===== src/rtl/pu_deny_if.sv =====
// ---------------------------------------------------------------------------
// pu_deny_if
//   Bundle of the request, write-drain, write-response and read-response
//   channels between a protection unit front end and pu_deny_responder.
//
//   Handshake rule for every channel: a transfer happens on the rising ACLK
//   edge where VALID and READY are both high. Once raised, VALID stays high
//   and the payload stays constant until that edge. READY may change freely.
//
//   Modports:
//     master - the initiator side (front end / AXI master view)
//     slave  - the responder side (pu_deny_responder)
// ---------------------------------------------------------------------------
interface pu_deny_if #(
  parameter int ID_WIDTH   = 16,
  parameter int DATA_WIDTH = 32
) ();

  // Denied request channel
  logic                  REQ_VALID;
  logic                  REQ_READY;
  logic [ID_WIDTH-1:0]   REQ_ID;
  logic [7:0]            REQ_LEN;
  logic                  REQ_READ_WRITE;

  // Write data channel (drained)
  logic                  WVALID;
  logic                  WREADY;
  logic                  WLAST;

  // Write response channel
  logic                  BVALID;
  logic                  BREADY;
  logic [ID_WIDTH-1:0]   BID;
  logic [1:0]            BRESP;

  // Read data channel
  logic                  RVALID;
  logic                  RREADY;
  logic [ID_WIDTH-1:0]   RID;
  logic [DATA_WIDTH-1:0] RDATA;
  logic [1:0]            RRESP;
  logic                  RLAST;

  modport master (
    output REQ_VALID, REQ_ID, REQ_LEN, REQ_READ_WRITE,
    input  REQ_READY,
    output WVALID, WLAST,
    input  WREADY,
    input  BVALID, BID, BRESP,
    output BREADY,
    input  RVALID, RID, RDATA, RRESP, RLAST,
    output RREADY
  );

  modport slave (
    input  REQ_VALID, REQ_ID, REQ_LEN, REQ_READ_WRITE,
    output REQ_READY,
    input  WVALID, WLAST,
    output WREADY,
    output BVALID, BID, BRESP,
    input  BREADY,
    output RVALID, RID, RDATA, RRESP, RLAST,
    input  RREADY
  );

endinterface


===== src/rtl/pu_deny_responder.sv =====
// ---------------------------------------------------------------------------
// pu_deny_responder
//   Completes AXI transactions refused by the protection policy so the
//   initiating master never hangs. A denied write has all its W beats
//   drained (up to WLAST) and gets one DECERR B response. A denied read gets
//   LEN+1 R beats carrying DECERR and zero data. One request at a time.
//
//   Ports:
//     ACLK        clock, rising edge
//     ARESETN     asynchronous active-low reset
//     bus         pu_deny_if.slave: REQ / W / B / R channels
//     BUSY        high whenever a request is being serviced
//     dbg_state   current FSM state (state_t encoding), for checkers
//     DENY_COUNT  saturating count of accepted requests
//                 (present only when PU_DENY_COUNTER_EN is defined)
//
//   Every handshake output is a decode of registered state, so there is no
//   combinational path from any input to any output.
// ---------------------------------------------------------------------------
module pu_deny_responder #(
  parameter int ID_WIDTH   = 16,
  parameter int DATA_WIDTH = 32
) (
  input  logic       ACLK,
  input  logic       ARESETN,
  pu_deny_if.slave   bus,
  output logic       BUSY,
  output logic [1:0] dbg_state
`ifdef PU_DENY_COUNTER_EN
  ,
  output logic [31:0] DENY_COUNT
`endif
);

  typedef enum logic [1:0] {
    IDLE    = 2'd0,
    W_DRAIN = 2'd1,
    B_RESP  = 2'd2,
    R_RESP  = 2'd3
  } state_t;

  state_t              state_q, state_d;
  logic [ID_WIDTH-1:0] id_q, id_d;
  logic [7:0]          len_q, len_d;
  logic [7:0]          cnt_q, cnt_d;

  logic req_hs;
  logic last_beat;

  // Requests are only taken in IDLE, so REQ_READY is simply the IDLE decode.
  assign req_hs    = (state_q == IDLE) && bus.REQ_VALID;
  // The counter never passes len_q, so an 8-bit counter is enough even for
  // LEN = 255.
  assign last_beat = (cnt_q == len_q);

  // -------------------------------------------------------------------------
  // Next-state logic
  // -------------------------------------------------------------------------
  always_comb begin
    state_d = state_q;
    id_d    = id_q;
    len_d   = len_q;
    cnt_d   = cnt_q;
    case (state_q)
      IDLE: begin
        if (bus.REQ_VALID) begin
          id_d    = bus.REQ_ID;
          len_d   = bus.REQ_LEN;
          cnt_d   = 8'd0;
          state_d = bus.REQ_READ_WRITE ? W_DRAIN : R_RESP;
        end
      end
      W_DRAIN: begin
        // The master's WLAST ends the drain; the captured LEN plays no part.
        if (bus.WVALID && bus.WLAST) begin
          state_d = B_RESP;
        end
      end
      B_RESP: begin
        if (bus.BREADY) begin
          state_d = IDLE;
        end
      end
      R_RESP: begin
        if (bus.RREADY) begin
          if (last_beat) begin
            state_d = IDLE;
          end else begin
            cnt_d = cnt_q + 8'd1;
          end
        end
      end
      default: state_d = IDLE;
    endcase
  end

  always_ff @(posedge ACLK or negedge ARESETN) begin
    if (!ARESETN) begin
      state_q <= IDLE;
      id_q    <= '0;
      len_q   <= '0;
      cnt_q   <= '0;
    end else begin
      state_q <= state_d;
      id_q    <= id_d;
      len_q   <= len_d;
      cnt_q   <= cnt_d;
    end
  end

  // -------------------------------------------------------------------------
  // Outputs: pure decodes of registered state
  // -------------------------------------------------------------------------
  assign bus.REQ_READY = (state_q == IDLE);
  assign bus.WREADY    = (state_q == W_DRAIN);
  assign bus.BVALID    = (state_q == B_RESP);
  assign bus.BID       = id_q;
  assign bus.BRESP     = 2'b11;
  assign bus.RVALID    = (state_q == R_RESP);
  assign bus.RID       = id_q;
  assign bus.RDATA     = {DATA_WIDTH{1'b0}};
  assign bus.RRESP     = 2'b11;
  assign bus.RLAST     = (state_q == R_RESP) && last_beat;
  assign BUSY          = (state_q != IDLE);
  assign dbg_state     = state_q;

`ifdef PU_DENY_COUNTER_EN
  // -------------------------------------------------------------------------
  // Saturating count of accepted denied requests; only reset clears it.
  // -------------------------------------------------------------------------
  logic [31:0] deny_count_q, deny_count_d;

  always_comb begin
    deny_count_d = deny_count_q;
    if (req_hs && (deny_count_q != 32'hFFFF_FFFF)) begin
      deny_count_d = deny_count_q + 32'd1;
    end
  end

  always_ff @(posedge ACLK or negedge ARESETN) begin
    if (!ARESETN) begin
      deny_count_q <= '0;
    end else begin
      deny_count_q <= deny_count_d;
    end
  end

  assign DENY_COUNT = deny_count_q;
`else
  // Request handshake only feeds the optional counter.
  logic unused_req_hs;
  assign unused_req_hs = req_hs;
`endif

endmodule


===== src/flat_wrapper.sv =====
// flat-port wrapper written by rule: the top's interface ports become plain ports
module pu_deny_responder_flat 
#(
  parameter int ID_WIDTH   = 16,
  parameter int DATA_WIDTH = 32
)
  (ACLK, ARESETN, BUSY, dbg_state, bus_REQ_VALID, bus_REQ_ID, bus_REQ_LEN, bus_REQ_READ_WRITE, bus_REQ_READY, bus_WVALID, bus_WLAST, bus_WREADY, bus_BVALID, bus_BID, bus_BRESP, bus_BREADY, bus_RVALID, bus_RID, bus_RDATA, bus_RRESP, bus_RLAST, bus_RREADY);
  pu_deny_if #(.ID_WIDTH(ID_WIDTH), .DATA_WIDTH(DATA_WIDTH)) bus_i ();
  input  logic ACLK;
  input  logic ARESETN;
  output logic BUSY;
  output logic [1:0] dbg_state;
  input wire logic [$bits(bus_i.REQ_VALID)-1:0] bus_REQ_VALID;
  input wire logic [$bits(bus_i.REQ_ID)-1:0] bus_REQ_ID;
  input wire logic [$bits(bus_i.REQ_LEN)-1:0] bus_REQ_LEN;
  input wire logic [$bits(bus_i.REQ_READ_WRITE)-1:0] bus_REQ_READ_WRITE;
  output wire logic [$bits(bus_i.REQ_READY)-1:0] bus_REQ_READY;
  input wire logic [$bits(bus_i.WVALID)-1:0] bus_WVALID;
  input wire logic [$bits(bus_i.WLAST)-1:0] bus_WLAST;
  output wire logic [$bits(bus_i.WREADY)-1:0] bus_WREADY;
  output wire logic [$bits(bus_i.BVALID)-1:0] bus_BVALID;
  output wire logic [$bits(bus_i.BID)-1:0] bus_BID;
  output wire logic [$bits(bus_i.BRESP)-1:0] bus_BRESP;
  input wire logic [$bits(bus_i.BREADY)-1:0] bus_BREADY;
  output wire logic [$bits(bus_i.RVALID)-1:0] bus_RVALID;
  output wire logic [$bits(bus_i.RID)-1:0] bus_RID;
  output wire logic [$bits(bus_i.RDATA)-1:0] bus_RDATA;
  output wire logic [$bits(bus_i.RRESP)-1:0] bus_RRESP;
  output wire logic [$bits(bus_i.RLAST)-1:0] bus_RLAST;
  input wire logic [$bits(bus_i.RREADY)-1:0] bus_RREADY;
  assign bus_i.REQ_VALID = bus_REQ_VALID;
  assign bus_i.REQ_ID = bus_REQ_ID;
  assign bus_i.REQ_LEN = bus_REQ_LEN;
  assign bus_i.REQ_READ_WRITE = bus_REQ_READ_WRITE;
  assign bus_REQ_READY = bus_i.REQ_READY;
  assign bus_i.WVALID = bus_WVALID;
  assign bus_i.WLAST = bus_WLAST;
  assign bus_WREADY = bus_i.WREADY;
  assign bus_BVALID = bus_i.BVALID;
  assign bus_BID = bus_i.BID;
  assign bus_BRESP = bus_i.BRESP;
  assign bus_i.BREADY = bus_BREADY;
  assign bus_RVALID = bus_i.RVALID;
  assign bus_RID = bus_i.RID;
  assign bus_RDATA = bus_i.RDATA;
  assign bus_RRESP = bus_i.RRESP;
  assign bus_RLAST = bus_i.RLAST;
  assign bus_i.RREADY = bus_RREADY;
  pu_deny_responder #(.ID_WIDTH(ID_WIDTH), .DATA_WIDTH(DATA_WIDTH)) u_core (.ACLK(ACLK), .ARESETN(ARESETN), .bus(bus_i), .BUSY(BUSY), .dbg_state(dbg_state));
endmodule

===== config.mk =====
export PLATFORM = sky130hd
export DESIGN_NAME = pu_deny_responder_flat
export DESIGN_NICKNAME = d
export VERILOG_FILES = /design/src/rtl/pu_deny_if.sv /design/src/rtl/pu_deny_responder.sv /design/src/flat_wrapper.sv
export SDC_FILE = /design/constraint.sdc
export NUM_CORES = 1
export LEC_CHECK = 0
export ABC_AREA = 1
export BUFFER_PORTS_ARGS = -buffer_cell sky130_fd_sc_hd__clkbuf_2
export CORE_MARGIN = 3
export CORE_UTILIZATION = 41
export CTS_CLUSTER_SIZE = 12
export DETAILED_ROUTE_END_ITERATION = 10
export PLACE_DENSITY = 0.86
export SLEW_MARGIN = 20
export SYNTH_ARGS = -nofsm -noshare
export SYNTH_HDL_FRONTEND = slang
export SYNTH_SLANG_ARGS = --single-unit

===== constraint.sdc =====
create_clock -name ACLK -period 1.5 [get_ports ACLK]
set_clock_uncertainty 0.15 [all_clocks]
set_input_delay 0.075 -clock ACLK [delete_from_list [all_inputs] [get_ports ACLK]]
set_output_delay 0.075 -clock ACLK [all_outputs]
set_load 0.02 [all_outputs]

After elaboration in Yosys (flattened, before gate mapping) --
Index checks and enable logic that the tools add are counted.
Word-level totals: bits of input ports 32, output and inout port bits 76, register bits after elaboration 34, logic and storage cells 34
Operators by class: equality and inequality tests 10, reductions and logical operators 8, add/sub/neg operators 1, muxes and demuxes 11
Operators with widths (count):
- $mux W8 | 3
- $pmux W8 S2 | 1
- $mux W2 | 6
- $add A8 B1 Y8 const B | 1
- $eq A8 B8 Y1 | 1
- $ne A2 B1 Y1 const B | 4
- $pmux W2 S4 | 1
- $reduce_and A5 Y1 | 1
- $eq A2 B2 Y1 const B | 2
- $ne A2 B2 Y1 const B | 2
- $reduce_and A4 Y1 | 1
- $reduce_bool A2 Y1 | 2
- $eq A2 B1 Y1 const B | 1
- $logic_and A1 B1 Y1 | 2
- $logic_not A2 Y1 | 1
- $reduce_and A2 Y1 | 1

Depth between registers and ports, before layout --
Gate-level depths: netlist of the first run.
depth after elaboration 4, mapped depth 11

Least setup slack after synthesis of the first run --
OpenSTA, ideal clock, no wires.
path kind reg2reg, from register u_core.state_q[1], in the netlist u_core.dbg_state[1], to register u_core.len_q[0], cell stages (with the launch flop) 6, setup slack -0.147 ns, library setup time 0.125 ns, required time 1.225 ns, clock period less this slack 1.647 ns, arrival time 1.372 ns, path through dfrtp_1 > nor2_4 > nand2_2 > buf_6 > buf_6 > mux2_4
Between the ends: word-level cells in the longest chain between the ends 2
RTL lines:
- start: declaration | line pu_deny_responder.sv:42 | state_t state_q, state_d;
- start signal: assignment | line pu_deny_responder.sv:104 | state_q <= state_d;
- $logic_not A2 Y1
- via bus_REQ_READY | line flat_wrapper.sv:17 | output wire logic [$bits(bus_i.REQ_READY)-1:0] bus_REQ_READY;
- $reduce_and A2 Y1 (no source line)
- end signal: assignment | line pu_deny_responder.sv:106 | len_q <= len_d;
- end: declaration | line pu_deny_responder.sv:44 | logic [7:0] len_q, len_d;
The timed path passes the listed nets, and every way through them passes these cells. A chain may end at the register's enable or synchronous reset.

Final worst setup path of the first run --
from register u_core.len_q[2], to output port bus_RLAST
Between the ends: word-level cells in the longest chain between the ends 2
RTL lines:
- $eq A8 B8 Y1 | line pu_deny_responder.sv:54 | assign last_beat = (cnt_q == len_q);
- $logic_and A1 B1 Y1 | line pu_deny_responder.sv:123 | assign bus.RLAST = (state_q == R_RESP) && last_beat;
- end: declaration | line flat_wrapper.sv:29 | output wire logic [$bits(bus_i.RLAST)-1:0] bus_RLAST;
No other way between the ends.

==> results of run 1 <==
==> logic make-up (layout without fill, tap and decap cells) <==
kind of cell / after synthesis / in the layout / synth area share, %
AO/OA/AOI/OAI: 9 / 9 / 2.96
XOR/XNOR: 6 / 6 / 2.49
adder cells (fa/ha/maj): 1 / 1 / 0.593
buffers and inverters: 69 / 139 / 22.8
flip-flops: 34 / 34 / 40.3
multiplexers: 21 / 21 / 11.7
other: 2 / 36 / 0.356
AND/OR/NAND/NOR: 85 / 85 / 18.8
==> worst min-delay path: stages <==
cell and delay, ps:
clkbuf_2 100, o21ai_2 140, nor3_2 50, nand3_1 70, nand2_1 50
==> through the flow <==
stage	hold WS (ps)	utilization (%)	total power (W)	setup WS, ps	instances
after floorplan	-371	-	0.00368	-105	261
after global placement	-120	48.9	0.00407	10.4	357
after detailed placement	-110	48.9	0.00414	-13.4	357
after CTS	77.1	58.2	0.00509	-109	396
after global routing	97.9	59.6	0.00552	-202	398
final	77.7	59.6	0.00519	-103	398
==> cell type report <==
class | count | share of cell area (%)
Multi-Input combinational cell | 158 | 34.3
Inverter | 13 | 1.77
Tap cell | 67 | 2.90
Clock inverter | 3 | 1.39
Sequential cell | 34 | 29.5
Clock buffer | 5 | 2.38
Timing Repair Buffer | 118 | 27.7
==> repair_timing <==
| action | 4_1_cts | 5_1_grt |
|---|---|---|
| setup buffers | 5 | 2 |
| hold endpoints to repair | 59 | 0 |
| resized for setup | 13 | 15 |
| hold buffers | 26 | 0 |
| endpoints found under the setup margin | 11 | 28 |
| pin swaps | 6 | 8 |
==> power groups by stage <==
| stage | Sequential, W | Combinational, W | Clock, W |
|---|---|---|---|
| detailed placement | 0.00158 | 0.00256 | 0 |
| CTS | 0.00156 | 0.00268 | 0.000851 |
| global route | 0.00162 | 0.00301 | 0.000893 |
| floorplan | 0.00187 | 0.00180 | 0 |
| finish | 0.00157 | 0.00279 | 0.000831 |
| global placement | 0.00156 | 0.00251 | 0 |
==> routing by layer <==
| metal | vias to the layer above | share of wire, % | track usage, % |
|---|---|---|---|
| met1 | 787 | 38 | 17.5 |
| met2 | 65 | 54 | 28.0 |
| met4 | 0 | 1.2 | 6.41 |
| met3 | 9 | 6.7 | 4.41 |
| li1 | 840 | - | - |
| met5 | - | 0 | 0 |
==> placed cells by master, fill, tap and decap left out, types with 2 or more instances in the layout <==
master         netlist  layout
nor2_4               1       4
clkbuf_8             0       5
clkbuf_2             0      69
dfrtp_2              0       2
conb_1               2      36
nand3b_1             2       2
dfrtp_1             34      32
mux2_2              18      18
nor2_1              12       9
inv_2                0       3
a21oi_1              5       5
buf_4               52      20
mux2_4               3       3
nand3_4              1       2
nand2_1             48      42
nor3b_1              2       2
xnor2_1              6       5
nand4_1              2       2
nand2_2              2       8
clkinv_2             0       2
dlygate4sd3_1        0      26
inv_1               12       9
nand3_1             11       9
==> registers in the layout, indices dropped and copies added, names as in the netlist <==
name              cells
u_core.len_q          8
u_core.dbg_state      2
u_core.cnt_q          8
u_core.bus.BID       16
==> path summary, 6_finish.rpt <==
| check | startpoint | end | slack (ps) | depth (start not counted) |
|---|---|---|---|---|
| setup / recovery | u_core.len_q[2]$_DFFE_PN0P_ | bus_RLAST | -100 | 6 |
| hold / removal | bus_REQ_VALID | u_core.dbg_state[1]$_DFFE_PN0P_ | 80 | 5 |
| setup reg to reg | u_core.len_q[2]$_DFFE_PN0P_ | u_core.cnt_q[7]$_DFFE_PN0P_ | -30 | 7 |
| hold reg to reg | u_core.bus.BID[11]$_DFFE_PN0P_ | u_core.bus.BID[11]$_DFFE_PN0P_ | 380 | 1 |
| max in group asynchronous | ARESETN | u_core.dbg_state[1]$_DFFE_PN0P_ | 620 | 3 |
| min in group asynchronous | ARESETN | u_core.bus.BID[12]$_DFFE_PN0P_ | 110 | 2 |
==> flow_metrics.tcl, run 1 <==
set metrics [dict create \
    status "finished with violations" \
    violations "setup timing" \
    cts_tree "done" \
    yosysTopAreaCellShare_pct 40.3 \
    power_frac_comb_pct 53.8 \
    antenna_found_initial 0 \
    synth-main-ff-cell "dfrtp_1" \
    synth_cell_types 29 \
    hold_violations 0 \
    vias 1701 \
    htree_levels 2 \
    track_usage_pct 15.7 \
    rsz0062_at_grt "yes" \
    io_buffers 71 \
    cts_root_buf "clkbuf_8" \
    yosysTopAreaCell "dfrtp_1" \
    fin_area_um2 2890 \
    ir_drop_uv 1280 \
    finalMaxSlewViolations 0 \
    worstSetupEndpointType "primary output" \
    critPathTopFamily "flip-flops" \
    crit_fanout 2 \
    rows 25 \
    dieArea_um2 6050 \
    final.setup.tns_ps -200 \
    die_x_um 77.8 \
    wl_per_cell_um 11.7 \
    cp_cell_sequence "xnor2_2 > nand2_2 > nor2_4 > nand3_4 > inv_2 > buf_8" \
    async_flop_share_pct 100 \
    clockPowerShare_pct 16.0 \
    first_iter_violations 78 \
    required_ps 1270 \
    fin_crit_sh_pct 107 \
    power.density_nw_per_um2 1800 \
    synth_warnings 0 \
    cp.arrival_ps 1380 \
    yosysMostFrequentCell "buf_4" \
    syn_to_final_growth_pct 36.9 \
    synth_area_per_cell_um2 9.30 \
    leakagePower_nw 1.49 \
    grt_pass1_wl_um 7610 \
    grt_pass1_vias 1684 \
    dp_hpwl_um 3200 \
    synth_common_cells "52 x buf_4, 48 x nand2_1, 34 x dfrtp_1" \
    multi_input_area_um2 991 \
    synth-edff-count 0 \
    place_congestion 0.855 \
    criticalPathCategory "flip-flop to primary output" \
    grt_max_degree 20 \
    clkTransAtPathRegs_ps 70 \
    drive_above_1_share_pct 45.0 \
    ys_ff_latch 34 \
    power.switching_w 0.00228 \
    ioPinCount 108 \
    drc_errors 0 \
    grt_overflow 0 \
    setup_viol 9 \
    worstHoldPathType "primary input to flip-flop" \
    p_int_w 0.00291 \
    synthCells 227 \
    min_period_ps 1600 \
    antenna_left 0 \
    diodes 0 \
    finalWorstSetupSlack_ps -103 \
    seq_area_um2 853 \
    viasPerCell 4.27 \
    clk_latency_ps 290 \
    seq_area_frac_synth_pct 40.3 \
    first_pass_iters 4 \
    cp-start-kind "flip-flop" \
    drt-total-wl_um 4660 \
    clockBufferDepth 2 \
    max_cap_viol_count 0 \
    power_frac_seq_pct 30.2 \
    die_height_um 77.8 \
    cts_made_buffers 5 \
    timing.fmax_ghz 0.624 \
    initial_utilization_pct 43.5 \
    fin_nets 363 \
    postPlaceCellArea_um2 2370 \
    cts.sinks 34 \
    fillers 403 \
    crit_slowest_cell "dfrtp_1" \
    synthTopCellsByArea "dfrtp_1 40%, buf_4 18%, mux2_2 9.6%, nand2_1 8.5%, nand3_1 2.6%" \
    core_um2 4850 \
    swShare_pct 43.9 \
    syn_area_um2 2110 \
    slowest_delay_ps 410 \
    cp.buffers_inverters 2 \
]
Power figures use the tool's default switching activity.
==> inputs of run 2 (changes only) <==
--- a/config.mk
+++ b/config.mk
@@ -7,11 +7,13 @@
 export LEC_CHECK = 0
 export ABC_AREA = 1
 export BUFFER_PORTS_ARGS = -buffer_cell sky130_fd_sc_hd__clkbuf_2
+export CELL_PAD_IN_SITES_DETAIL_PLACEMENT = 0
+export CELL_PAD_IN_SITES_GLOBAL_PLACEMENT = 2
 export CORE_MARGIN = 3
-export CORE_UTILIZATION = 41
+export CORE_UTILIZATION = 23
 export CTS_CLUSTER_SIZE = 12
 export DETAILED_ROUTE_END_ITERATION = 10
-export PLACE_DENSITY = 0.86
+export PLACE_DENSITY = 0.87
 export SLEW_MARGIN = 20
 export SYNTH_ARGS = -nofsm -noshare
 export SYNTH_HDL_FRONTEND = slang
==> flow_metrics.tcl, run 2 (synthesized netlist as in run 1, its figures left out) <==
set metrics [dict create \
    violations "setup timing" \
    core_um2 8810 \
    drive_above_1_share_pct 44.5 \
    cp.arrival_ps 1370 \
    power.density_nw_per_um2 1700 \
    cts_root_buf "clkbuf_8" \
    grt_pass1_wl_um 6580 \
    multi_input_area_um2 976 \
    cts_made_buffers 5 \
    max_cap_viol_count 0 \
    r2r_start "u_core.len_q[3]$_DFFE_PN0P_" \
    rsz0062_at_grt "yes" \
    worstSetupEndpointType "primary output" \
    ir_drop_uv 509 \
    finalWorstSetupSlack_ps -93.6 \
    clkTransAtPathRegs_ps 80 \
    final_cell_mix "69 x clkbuf_2, 44 x nand2_1, 36 x conb_1" \
    die_height_um 102 \
    die_x_um 102 \
    antenna_found_initial 0 \
    drt-total-wl_um 4580 \
    htree_levels 2 \
    grt_max_degree 22 \
    startpoint "u_core.len_q[3]$_DFFE_PN0P_" \
    largest_register_ffs 16 \
    crit_slowest_cell "dfrtp_1" \
    worstHoldPathType "primary input to flip-flop" \
    grt_pass1_vias 1415 \
    hold_violations 0 \
    antenna_left 0 \
    clk_latency_ps 290 \
    timing.fmax_ghz 0.627 \
    dp_hpwl_um 3390 \
    leakagePower_nw 1.51 \
    vias 1657 \
    status "finished with violations" \
    final.setup.tns_ps -169 \
    initial_utilization_pct 24.0 \
    drc_errors 0 \
    cp-start-kind "flip-flop" \
    fin_nets 367 \
    cts_tree "done" \
    total_power_w 0.00502 \
    diodes 0 \
    min_period_ps 1590 \
    clockBufferDepth 2 \
    cts.sinks 34 \
    whs_ps 87.1 \
    crit_fanout 2 \
    mostFrequentLayoutCell "clkbuf_2" \
    required_ps 1270 \
    regToRegSetupSlack_ps -30 \
    viasPerCell 3.74 \
    syn_to_final_growth_pct 39.8 \
    track_usage_pct 8.27 \
    cp_cell_sequence "xnor2_1 > nand2_1 > nor2_4 > nand3_4 > inv_2 > buf_8" \
    ioPinCount 108 \
    crit_end "bus_RLAST" \
    rr_endpoint "u_core.cnt_q[7]$_DFFE_PN0P_" \
    dieArea_um2 10400 \
    place_congestion 0.750 \
    criticalPathCategory "flip-flop to primary output" \
    finalMaxSlewViolations 0 \
    slowest_delay_ps 400 \
    grt_overflow 0 \
    reg2reg_depth 8 \
    seq_area_um2 853 \
    wl_per_cell_um 10.3 \
    first_pass_iters 4 \
    first_iter_violations 56 \
    rows 34 \
    fin_crit_sh_pct 106 \
    fillers 910 \
    io_buffers 71 \
    setup_viol 9 \
]
==> run 2: layout make-up <==
class,count,area share (%)
Timing Repair Buffer,122,28.5
Sequential cell,34,28.9
Clock inverter,2,0.424
Tap cell,108,4.58
Inverter,13,1.74
Clock buffer,6,2.80
Multi-Input combinational cell,158,33.1
==> run 2: timing repair <==
item | CTS | global route
resized for setup | 13 | 10
setup endpoints to repair | 11 | 21
endpoints found under the hold margin | 59 | 0
buffers inserted | 7 | 1
hold buffers | 26 | 0
pin swaps | 7 | 5
==> run 2: worst min-delay path by stage <==
| stage | to | slack [ps] | start | cells after the start |
|---|---|---|---|---|
| finish | u_core.dbg_state[1]$_DFFE_PN0P_ | 90 | bus_WLAST | 5 |
| floorplan | u_core.bus.BID[0]$_DFFE_PN0P_ | -370 | ARESETN | 0 |
| detailed placement | u_core.len_q[3]$_DFFE_PN0P_ | -120 | ARESETN | 1 |
| global placement | u_core.len_q[2]$_DFFE_PN0P_ | -120 | ARESETN | 1 |
| global route | u_core.dbg_state[1]$_DFFE_PN0P_ | 90 | bus_WLAST | 5 |
| CTS | u_core.dbg_state[1]$_DFFE_PN0P_ | 70 | bus_REQ_VALID | 5 |
==> run 2: critical path: cells and delay by family (launching register included) <==
| family | cells | cell delay, ps |
|---|---|---|
| AND/OR/NAND/NOR | 3 | 340 |
| XOR/XNOR | 1 | 160 |
| flip-flops | 1 | 400 |
| buffers and inverters | 2 | 170 |
==> run 2: power breakdown <==
part | internal, W | switching [W]
Combinational | 0.00112 | 0.00163
Sequential | 0.00129 | 0.000269
Clock | 0.000369 | 0.000339
Total | 0.00279 | 0.00224
==> run 2: routing by layer <==
metal  wire [um]  track usage, %  part of all wire [%]  vias up
met5           0               0                     0        -
met4          54            3.68                   1.2        0
met3         299            1.86                   6.5        2
met2        2220            13.5                    48       61
met1        2010            10.4                    44      746
li1            -               -                     -      848
==> run 2: stage by stage <==
step / cell area [um^2] / util (%) / worst slack (ps) / instances
after floorplan: 2240 / - / -105 / 261
after global placement: 2450 / 27.9 / -15.0 / 401
after detailed placement: 2450 / 27.9 / -51.9 / 401
after CTS: 2920 / 33.2 / -136 / 442
after global routing: 2950 / 33.5 / -214 / 443
final: 2950 / 33.5 / -93.6 / 443
